===== src/rtl/logic4_pkg.sv =====
// Shared definitions for the logic4 arbitrated scheduler: FSM encoding,
// requester-index width and the round-robin pointer advance.
package logic4_pkg;

  localparam int IDW = 2;

  typedef enum logic [1:0] {
    IDLE = 2'd0,
    EXEC = 2'd1,
    RESP = 2'd2
  } state_t;

  function automatic logic [IDW-1:0] wrap_inc(input logic [IDW-1:0] idx, input int nreq);
    return (int'(idx) == nreq - 1) ? '0 : idx + 1'b1;
  endfunction

endpackage


===== src/rtl/logic4_core.sv =====
// Shared 4-bit combinational logic core; one instance is time-multiplexed among requesters.
module logic4_core (
  input  logic [3:0] a,
  input  logic [3:0] b,
  output logic [3:0] y
);

  assign y[0] = a[0] & b[0] & a[1] & b[1];
  assign y[1] = a[2] & (a[1] | b[1]) & b[0] & ~b[3];
  assign y[2] = (a[3] & b[3]) ^ a[2];
  assign y[3] = a[3] | b[3] | b[2];

endmodule


===== src/rtl/logic4_arb_sched.sv =====
// Round-robin arbiter feeding a single logic4_core: accept one operand pair,
// compute for one cycle, then hold the result until the consumer takes it.
module logic4_arb_sched
  import logic4_pkg::*;
#(
  parameter int NREQ = 2,
  parameter int CNTW = 8
) (
  input  logic              clk,
  input  logic              rst_n,
  input  logic [NREQ-1:0]   req_valid,
  output logic [NREQ-1:0]   req_ready,
  input  logic [4*NREQ-1:0] req_a,
  input  logic [4*NREQ-1:0] req_b,
  output logic              rsp_valid,
  input  logic              rsp_ready,
  output logic [3:0]        rsp_y,
  output logic [IDW-1:0]    rsp_id,
  output logic              busy,
  output logic [CNTW-1:0]   op_count
);

  state_t         state;
  logic [IDW-1:0] rr_ptr;
  logic [IDW-1:0] gnt_idx;
  logic           gnt_vld;
  logic [3:0]     sel_a;
  logic [3:0]     sel_b;
  logic [3:0]     op_a_p0;
  logic [3:0]     op_b_p0;
  logic [IDW-1:0] op_id_p0;
  logic [3:0]     core_y;

  // Scan downwards so the requester closest to rr_ptr is the last to overwrite.
  always_comb begin : grant_sel
    int              j;
    logic [NREQ-1:0] vshift;
    j       = 0;
    vshift  = '0;
    gnt_vld = 1'b0;
    gnt_idx = '0;
    if (rst_n && state == IDLE) begin
      for (int k = NREQ - 1; k >= 0; k--) begin
        j = int'(rr_ptr) + k;
        if (j >= NREQ) j = j - NREQ;
        vshift = req_valid >> j;
        if (vshift[0]) begin
          gnt_vld = 1'b1;
          gnt_idx = IDW'(j);
        end
      end
    end
  end

  assign req_ready = gnt_vld ? (NREQ'(1) << gnt_idx) : '0;
  assign sel_a     = 4'(req_a >> {gnt_idx, 2'b00});
  assign sel_b     = 4'(req_b >> {gnt_idx, 2'b00});
  assign busy      = (state != IDLE);

  logic4_core u_core (
    .a (op_a_p0),
    .b (op_b_p0),
    .y (core_y)
  );

  always_ff @(posedge clk or negedge rst_n) begin
    if (!rst_n) begin
      state     <= IDLE;
      rr_ptr    <= '0;
      op_a_p0   <= '0;
      op_b_p0   <= '0;
      op_id_p0  <= '0;
      rsp_y     <= '0;
      rsp_id    <= '0;
      rsp_valid <= 1'b0;
      op_count  <= '0;
    end else begin
      case (state)
        // Stage p0: capture the granted operands.
        IDLE: begin
          if (gnt_vld) begin
            op_a_p0  <= sel_a;
            op_b_p0  <= sel_b;
            op_id_p0 <= gnt_idx;
            rr_ptr   <= wrap_inc(gnt_idx, NREQ);
            state    <= EXEC;
          end
        end
        // Stage p1: register the core result as the response.
        EXEC: begin
          rsp_y     <= core_y;
          rsp_id    <= op_id_p0;
          rsp_valid <= 1'b1;
          state     <= RESP;
        end
        RESP: begin
          if (rsp_ready) begin
            rsp_valid <= 1'b0;
            state     <= IDLE;
            if (op_count != '1) op_count <= op_count + 1'b1;
          end
        end
        default: state <= IDLE;
      endcase
    end
  end

endmodule


===== config.mk =====
export PLATFORM = sky130hd
export DESIGN_NAME = logic4_arb_sched
export DESIGN_NICKNAME = d
export VERILOG_FILES = /design/src/rtl/logic4_pkg.sv /design/src/rtl/logic4_core.sv /design/src/rtl/logic4_arb_sched.sv
export SDC_FILE = /design/constraint.sdc
export NUM_CORES = 1
export LEC_CHECK = 0
export BUFFER_PORTS_ARGS = -buffer_cell sky130_fd_sc_hd__buf_4
export CORE_MARGIN = 2
export CORE_UTILIZATION = 50
export DETAILED_ROUTE_END_ITERATION = 6
export HOLD_SLACK_MARGIN = 0.06
export PLACE_DENSITY = 0.78
export SLEW_MARGIN = 10
export SYNTH_ARGS = -nofsm -noshare
export SYNTH_HDL_FRONTEND = slang
export SYNTH_SLANG_ARGS = --single-unit

===== constraint.sdc =====
create_clock -name clk -period 2.37 [get_ports clk]
set_input_delay 0.1185 -clock clk [delete_from_list [all_inputs] [get_ports clk]]
set_output_delay 0.1185 -clock clk [all_outputs]
set_load 0.03 [all_outputs]

==> metrics.md, run 1 <==
| Metric | Value |
|---|---|
| Worst-margin pin slew | 513 ps |
| # nets final | 189 |
| Post-synth EDFFs | 0 |
| Initial Util | 51.7% |
| Adder-Cell Fraction of Synth Area | 0.995% |
| All-Layer GR Usage | 23.1% |
| Layout cell share with drive strength beyond 1 | 31.5% |
| Final period utilization | 89.4% |
| Clock sink count | 29 |
| Power Density | 1020 mW/mm^2 |
| Post-Route Utilization | 73.6% |
| CTS tree | built |
| Worst Hold Class | in2reg |
| Final Routed Wirelength | 2.90 mm |
| Met3 GRT Util | 9.17% |
| P&R area growth vs syn | 42.4% |
| Worst endpoint data arrival time | 2340 ps |
| Dpl cell area | 0.00156 sq mm |
| Top cell type by total area after synthesis | dfrtp_1 |
| N_diodes | 0 |
| Post-DR wirelength/cell | 14.7 microns |
| Largest family of logic cells by synthesized area | simple AND/OR/NAND/NOR gates |
| Vias in the first global route | 1,011 |
| First-pass GRT wire length | 4.64 mm |
| Cell with the most instances after synthesis | dfrtp_1 |
| Critical path fanouts, max | 10 |
| TNS Setup | 0 ps |
| Leakage | 0.934 nW |
| Most frequent cells after synthesis | dfrtp_1, inv_1, nand2_1 |
| Outcome | complete, no violations |
| Global route total overflow | 0 |
| Post-Synth XOR/XNOR Area | 5.57% |
| Post-synth ARST share | 100% |
| RePlAce Congestion | 0.672 |
| Synth Area in Compound Gates | 13.1% |
| Setup violators final | 0 |
| Chip width | 54.2 microns |
| WS Path Type | in2reg |
| Vias | 1,067 |
| Clock Latency Late Sink | 320 ps |
| Max-Cap Viols | 0 |
| Initial antenna violation count | 0 |
| Sequential area share after synthesis | 57.7% |
| Mean post-synth cell area | 11.6 sq um |
| Core area | 0.00243 sq mm |
| Startpoint Class | input port |
| Bufs on Longest Clock Path | 2 |
| Post-CTS setup repair buffer count | 0 |
| Fin cells | 198 |
| IO Pins | 39 |
| Critical path required time | 2590 ps |
| Die H | 54.2 microns |
| Main synth FF type | dfrtp_1 |
| #FFs+latches synth | 29 |
| Die area | 0.00293 sq mm |
| Yosys cell types | 31 |
| Worst setup EP type | flop |
| Total power | 1.82 mW |
| Core Rows | 18 |
| Clock period minus worst slack | 2120 ps |
| M1 GR Usage | 26.7% |
| Met2 global-route usage | 39.6% |
| Synth Warn # | 0 |
| Slew Viols, Final | 0 |
| Synth top area share | 57.7% |
| RSZ-0062 raised after global routing | no |
| Simple-gate portion of the synthesized area | 14.2% |
| Num CTS Buffers | 5 |
| DR iter-0 viols | 57 |
| Syn_nets | 130 |
| F_max | 472 MHz |
| Final ANT Viol Nets | 0 |
| CTS root buf | clkbuf_4 |
| Via/cell ratio | 5.39 |
| Inst Count DP | 172 |
| Worst slew margin | 65.8% |
| Post-synthesis mux area share | 2.69% |
| DPL Wire Length | 1.97 mm |
| Drt drc | 0 |
| Syn Std Cell Area | 0.00126 sq mm |
| Post-Synthesis Cells | 108 |
| Worst vdd ir | 746 uV |
| H-tree depth | 2 |
| Port Buf Inserts | 38 |
| Worst clock skew | 2.47 ps |
| Final hold vios | 0 |
| Synth area leaders | dfrtp_1, a222oi_1, xor2_1 |
| Clock-pin slew on the worst setup and hold paths | 90 ps |
| Largest net degree at the start of global routing | 30 |
| Busiest grt layer | met2 |
| Post-Layout Inst Area | 0.00179 sq mm |
| Drt first pass iters | 6 |
[placed cells by master, fill, tap and decap left out, types with 2 or more instances in the layout]
master	instances
xor2_1	7
nand2_1	9
clkbuf_4	5
buf_4	39
a21o_1	2
and2_1	3
dlygate4sd3_1	18
nand2b_1	3
clkbuf_1	3
inv_1	11
a222oi_1	8
dfrtp_1	29
nor2_1	4
o21ai_0	5
mux2_2	3
and3_1	2
a21boi_0	2
[what timing repair did]
action / in CTS / in global routing
gates resized for setup: 0 / 1
hold buffers: 18 / 0
endpoints found under the hold margin: 38 / 0
endpoints found under the setup margin: 0 / 1
[flip-flops by register name, summed over array words and instances (netlist names)]
signal     cells
rr_ptr         2
rsp_id         2
op_id_p0       2
state          2
op_a_p0        4
rsp_valid      1
op_b_p0        4
op_count       8
rsp_y          4
[worst max-delay path, cell delays in order]
cell	delay (ps)
dlygate4sd3_1	540
buf_4	130
nor3b_2	170
and3_1	310
a222oi_1	410
dlygate4sd3_1	610
inv_1	40
[power by group]
group / switching (mW) / leakage [nW] / internal [mW]
clock: 0.159 / 0.0265 / 0.118
combinational: 0.387 / 0.535 / 0.361
sequential: 0.141 / 0.373 / 0.655
[stage by stage]
step	setup slack, ps	hold WS, ps
after floorplan	682	-177
after global placement	788	151
after detailed placement	702	150
after CTS	185	351
after global routing	186	204
final	250	182
[cell type report]
class	instances	area [sq um]
flip-flops and latches	29	726
fillers	171	642
repair buffers	57	473
multi-input cells	63	464
clock buffers	8	48.8
inverters	11	41.3
well taps	30	37.5
[cell families (layout without fill, tap and decap cells)]
family                     after synthesis  count (layout)
AOI/OAI and AO/OA                       21              21
xor gates and xnor gates                 8               8
adders and majority gates                1               1
buffers and inverters                   16              76
DFF                                     29              29
muxes                                    3               3
and+or+nand+nor                         30              30
[routing by layer]
metal	vias up	share of wire [%]
li1	499	-
met1	514	40
met2	50	52
met3	4	7.8
met4	0	0.93
met5	-	0
[path summary, 6_finish.rpt]
check,from,to,slack [ps],cells after the start
min,req_valid[1],state[0],180,3
max in group asynchronous,rst_n,op_count[2],1760,3
min reg2reg,op_id_p0[1],op_id_p0[1],480,1
min in group asynchronous,rst_n,op_count[4],340,3
max reg2reg,state[0],op_b_p0[3],270,5
max,rst_n,op_b_p0[3],250,7
Power figures use the tool's default switching activity.
==> run 2, diff against run 1 <==
==> constraint.sdc (replaced) <==
create_clock -name clk -period 2.7 [get_ports clk]
set_input_delay 0.135 -clock clk [delete_from_list [all_inputs] [get_ports clk]]
set_output_delay 0.135 -clock clk [all_outputs]
set_load 0.03 [all_outputs]
==> run 2 against run 1 <==
  * Critical path depth stayed put
  * Register-to-register slack better by 160 ps
  * Clock-buffer cell count stayed put
  * First-iteration DRC count is 5.3% lower
  * Clock skew is 4.4 ps higher
  * Combinational power is 13% lower
  * Core utilization is 0.46 points lower
  * Cell area is 0.63% lower
  * Sequential share of layout area is 0.26 points higher
  * Sequential power is 11% lower
==> metrics.md, run 2 (same netlist as run 1, synthesis figures left out) <==
| Metric | Value |
|---|---|
| WS Path Type | in2reg |
| Outcome | complete, no violations |
| Layout cell share with drive strength beyond 1 | 30.5% (-1.0 points) |
| Hold slack | 261 ps (+78.8 ps) |
| Clock-pin slew on the worst setup and hold paths | 90 ps (about the same) |
| Critical path required time | 2910 ps (+320 ps) |
| Largest net degree at the start of global routing | 31 (+3.3%) |
| Final period utilization | 95.4% |
| P&R area growth vs syn | 41.5% |
| Final hold vios | 0 (unchanged) |
| Via/cell ratio | 5.47 (+1.5%) |
| Max-Cap Viols | 0 (unchanged) |
| Final Routed Wirelength | 2.95 mm (+1.6%) |
| CTS tree | built |
| Drt drc | 0 (unchanged) |
| N_diodes | 0 (unchanged) |
| Core area | 0.00243 sq mm (unchanged) |
| # nets final | 188 (-0.53%) |
| First-pass GRT wire length | 4.67 mm (+0.75%) |
| Global route total overflow | 0 (unchanged) |
| Setup violators final | 0 (unchanged) |
| Leakage | 0.929 nW (-0.51%) |
| # fillers | 172 (+0.58%) |
| Worst reg-to-reg path cell count | 5 (unchanged) |
| Drt first pass iters | 5 (-1) |
| All-Layer GR Usage | 23.5% (+0.42 points) |
| F_max | 388 MHz |
| Die area | 0.00293 sq mm (unchanged) |
| Chip width | 54.2 microns (unchanged) |
| CTS root buf | clkbuf_4 |
| RePlAce Congestion | 0.718 (+7.0%) |
| CP cell instances | dlygate4sd3_1 > buf_4 > nor3b_2 > o21ai_1 > a222oi_1 > dlygate4sd3_1 > inv_1 |
| Post-CTS setup repair buffer count | 0 (unchanged) |
| Slew Viols, Final | 0 (unchanged) |
| Reg area | 726 sq um (unchanged) |
| Clock period minus worst slack | 2580 ps |
| Most common cell after layout, fill and taps aside | buf_4 |
| Largest Register | op_count |
| CP most frequent cell | dlygate4sd3_1 |
| Core Rows | 18 (unchanged) |
| Max reg flops | 8 (unchanged) |
| Worst slew margin | 43.0% (-23 points) |
| CP Depth | 7 (unchanged) |
| Port Buf Inserts | 38 (unchanged) |
| Worst vdd ir | 786 uV (+5.3%) |
| Worst Hold Class | in2async |
| Area of the multi-input gates | 460 sq um (-0.81%) |
| Clock sink count | 29 (unchanged) |
| RSZ-0062 raised after global routing | no |
| Num CTS Buffers | 5 (unchanged) |
| Most frequent cells in the layout | buf_4, dfrtp_1, dlygate4sd3_1 |
| Startpoint Class | input port |
| Vias | 1,078 (+1.0%) |
| Vias in the first global route | 1,049 (+3.8%) |
| Worst setup EP type | flop |
| Power Density | 899 mW/mm^2 (-12%) |
| Worst path slowest cell | dlygate4sd3_1 |
| Clock Latency Late Sink | 320 ps (about the same) |
| Die H | 54.2 microns (unchanged) |
| Post-DR wirelength/cell | 15.0 microns (+2.1%) |
| Critical path fanouts, max | 30 (+20) |
| Bufs on Longest Clock Path | 2 (unchanged) |
| Cell family with most CP delay | buffers and inverters |
| TNS Setup | 0 ps (unchanged) |
| Worst-margin pin slew | 849 ps (+337 ps) |
| Critical Path Max Stage Delay | 630 ps (+20 ps) |
| IO Pins | 39 (unchanged) |
| H-tree depth | 2 (unchanged) |
| Initial Util | 51.7% (unchanged) |
| Worst Path Buf+Inv | 4 (unchanged) |
| DPL Wire Length | 1.88 mm (-4.6%) |
| Worst endpoint data arrival time | 2790 ps (+450 ps) |
| Initial antenna violation count | 0 (unchanged) |
| Worst clock skew | 6.88 ps (+4.41 ps) |
| DR iter-0 viols | 54 (-5.3%) |
| Post-Route Utilization | 73.1% (-0.46 points) |
| Final ANT Viol Nets | 0 (unchanged) |
[run 2: cell type report]
type,count,area share (%)
inverter,11,2.32
timing repair buffer,56,26.2
multi-input combinational,63,25.9
clock buffer,8,2.74
sequential,29,40.8
tap,30,2.11
[run 2: repair_timing]
item                      4_1_cts  5_1_grt
resized for setup               0        0
hold endpoints to repair       38        1
hold buffers                   17        1
[run 2: worst paths after layout]
| kind | from | to | slack [ps] |
|---|---|---|---|
| setup / recovery | rst_n | op_b_p0[2] | 120 |
| hold / removal | rst_n | op_count[1] | 260 |
| setup reg to reg | state[0] | op_b_p0[2] | 430 |
| hold reg to reg | op_id_p0[0] | op_id_p0[0] | 480 |
| max in group asynchronous | rst_n | op_a_p0[3] | 2150 |
| min in group clk | req_valid[1] | state[0] | 340 |
[run 2: per-layer routing]
metal,track usage [%],vias to the layer above,share of wire [%]
li1,-,498,-
met1,26.7,510,39
met2,39.6,62,52
met3,6.39,8,7.0
met4,13.3,0,2.1
met5,0,-,0
[run 2: power by group]
group / switching (mW) / internal [mW] / leakage [nW]
clock: 0.139 / 0.104 / 0.0265
combinational: 0.342 / 0.309 / 0.530
sequential: 0.131 / 0.575 / 0.373
total: 0.612 / 0.988 / 0.929
[run 2: stage by stage]
| stage | worst slack (ps) | cells | area (sq um) | power (mW) |
|---|---|---|---|---|
| floorplan | 1010 | 108 | 1260 | 1.05 |
| global placement | 1100 | 171 | 1550 | 1.24 |
| detailed placement | 943 | 171 | 1550 | 1.27 |
| CTS | 318 | 196 | 1770 | 1.59 |
| global route | 23.2 | 197 | 1780 | 1.70 |
| finish | 123 | 197 | 1780 | 1.60 |
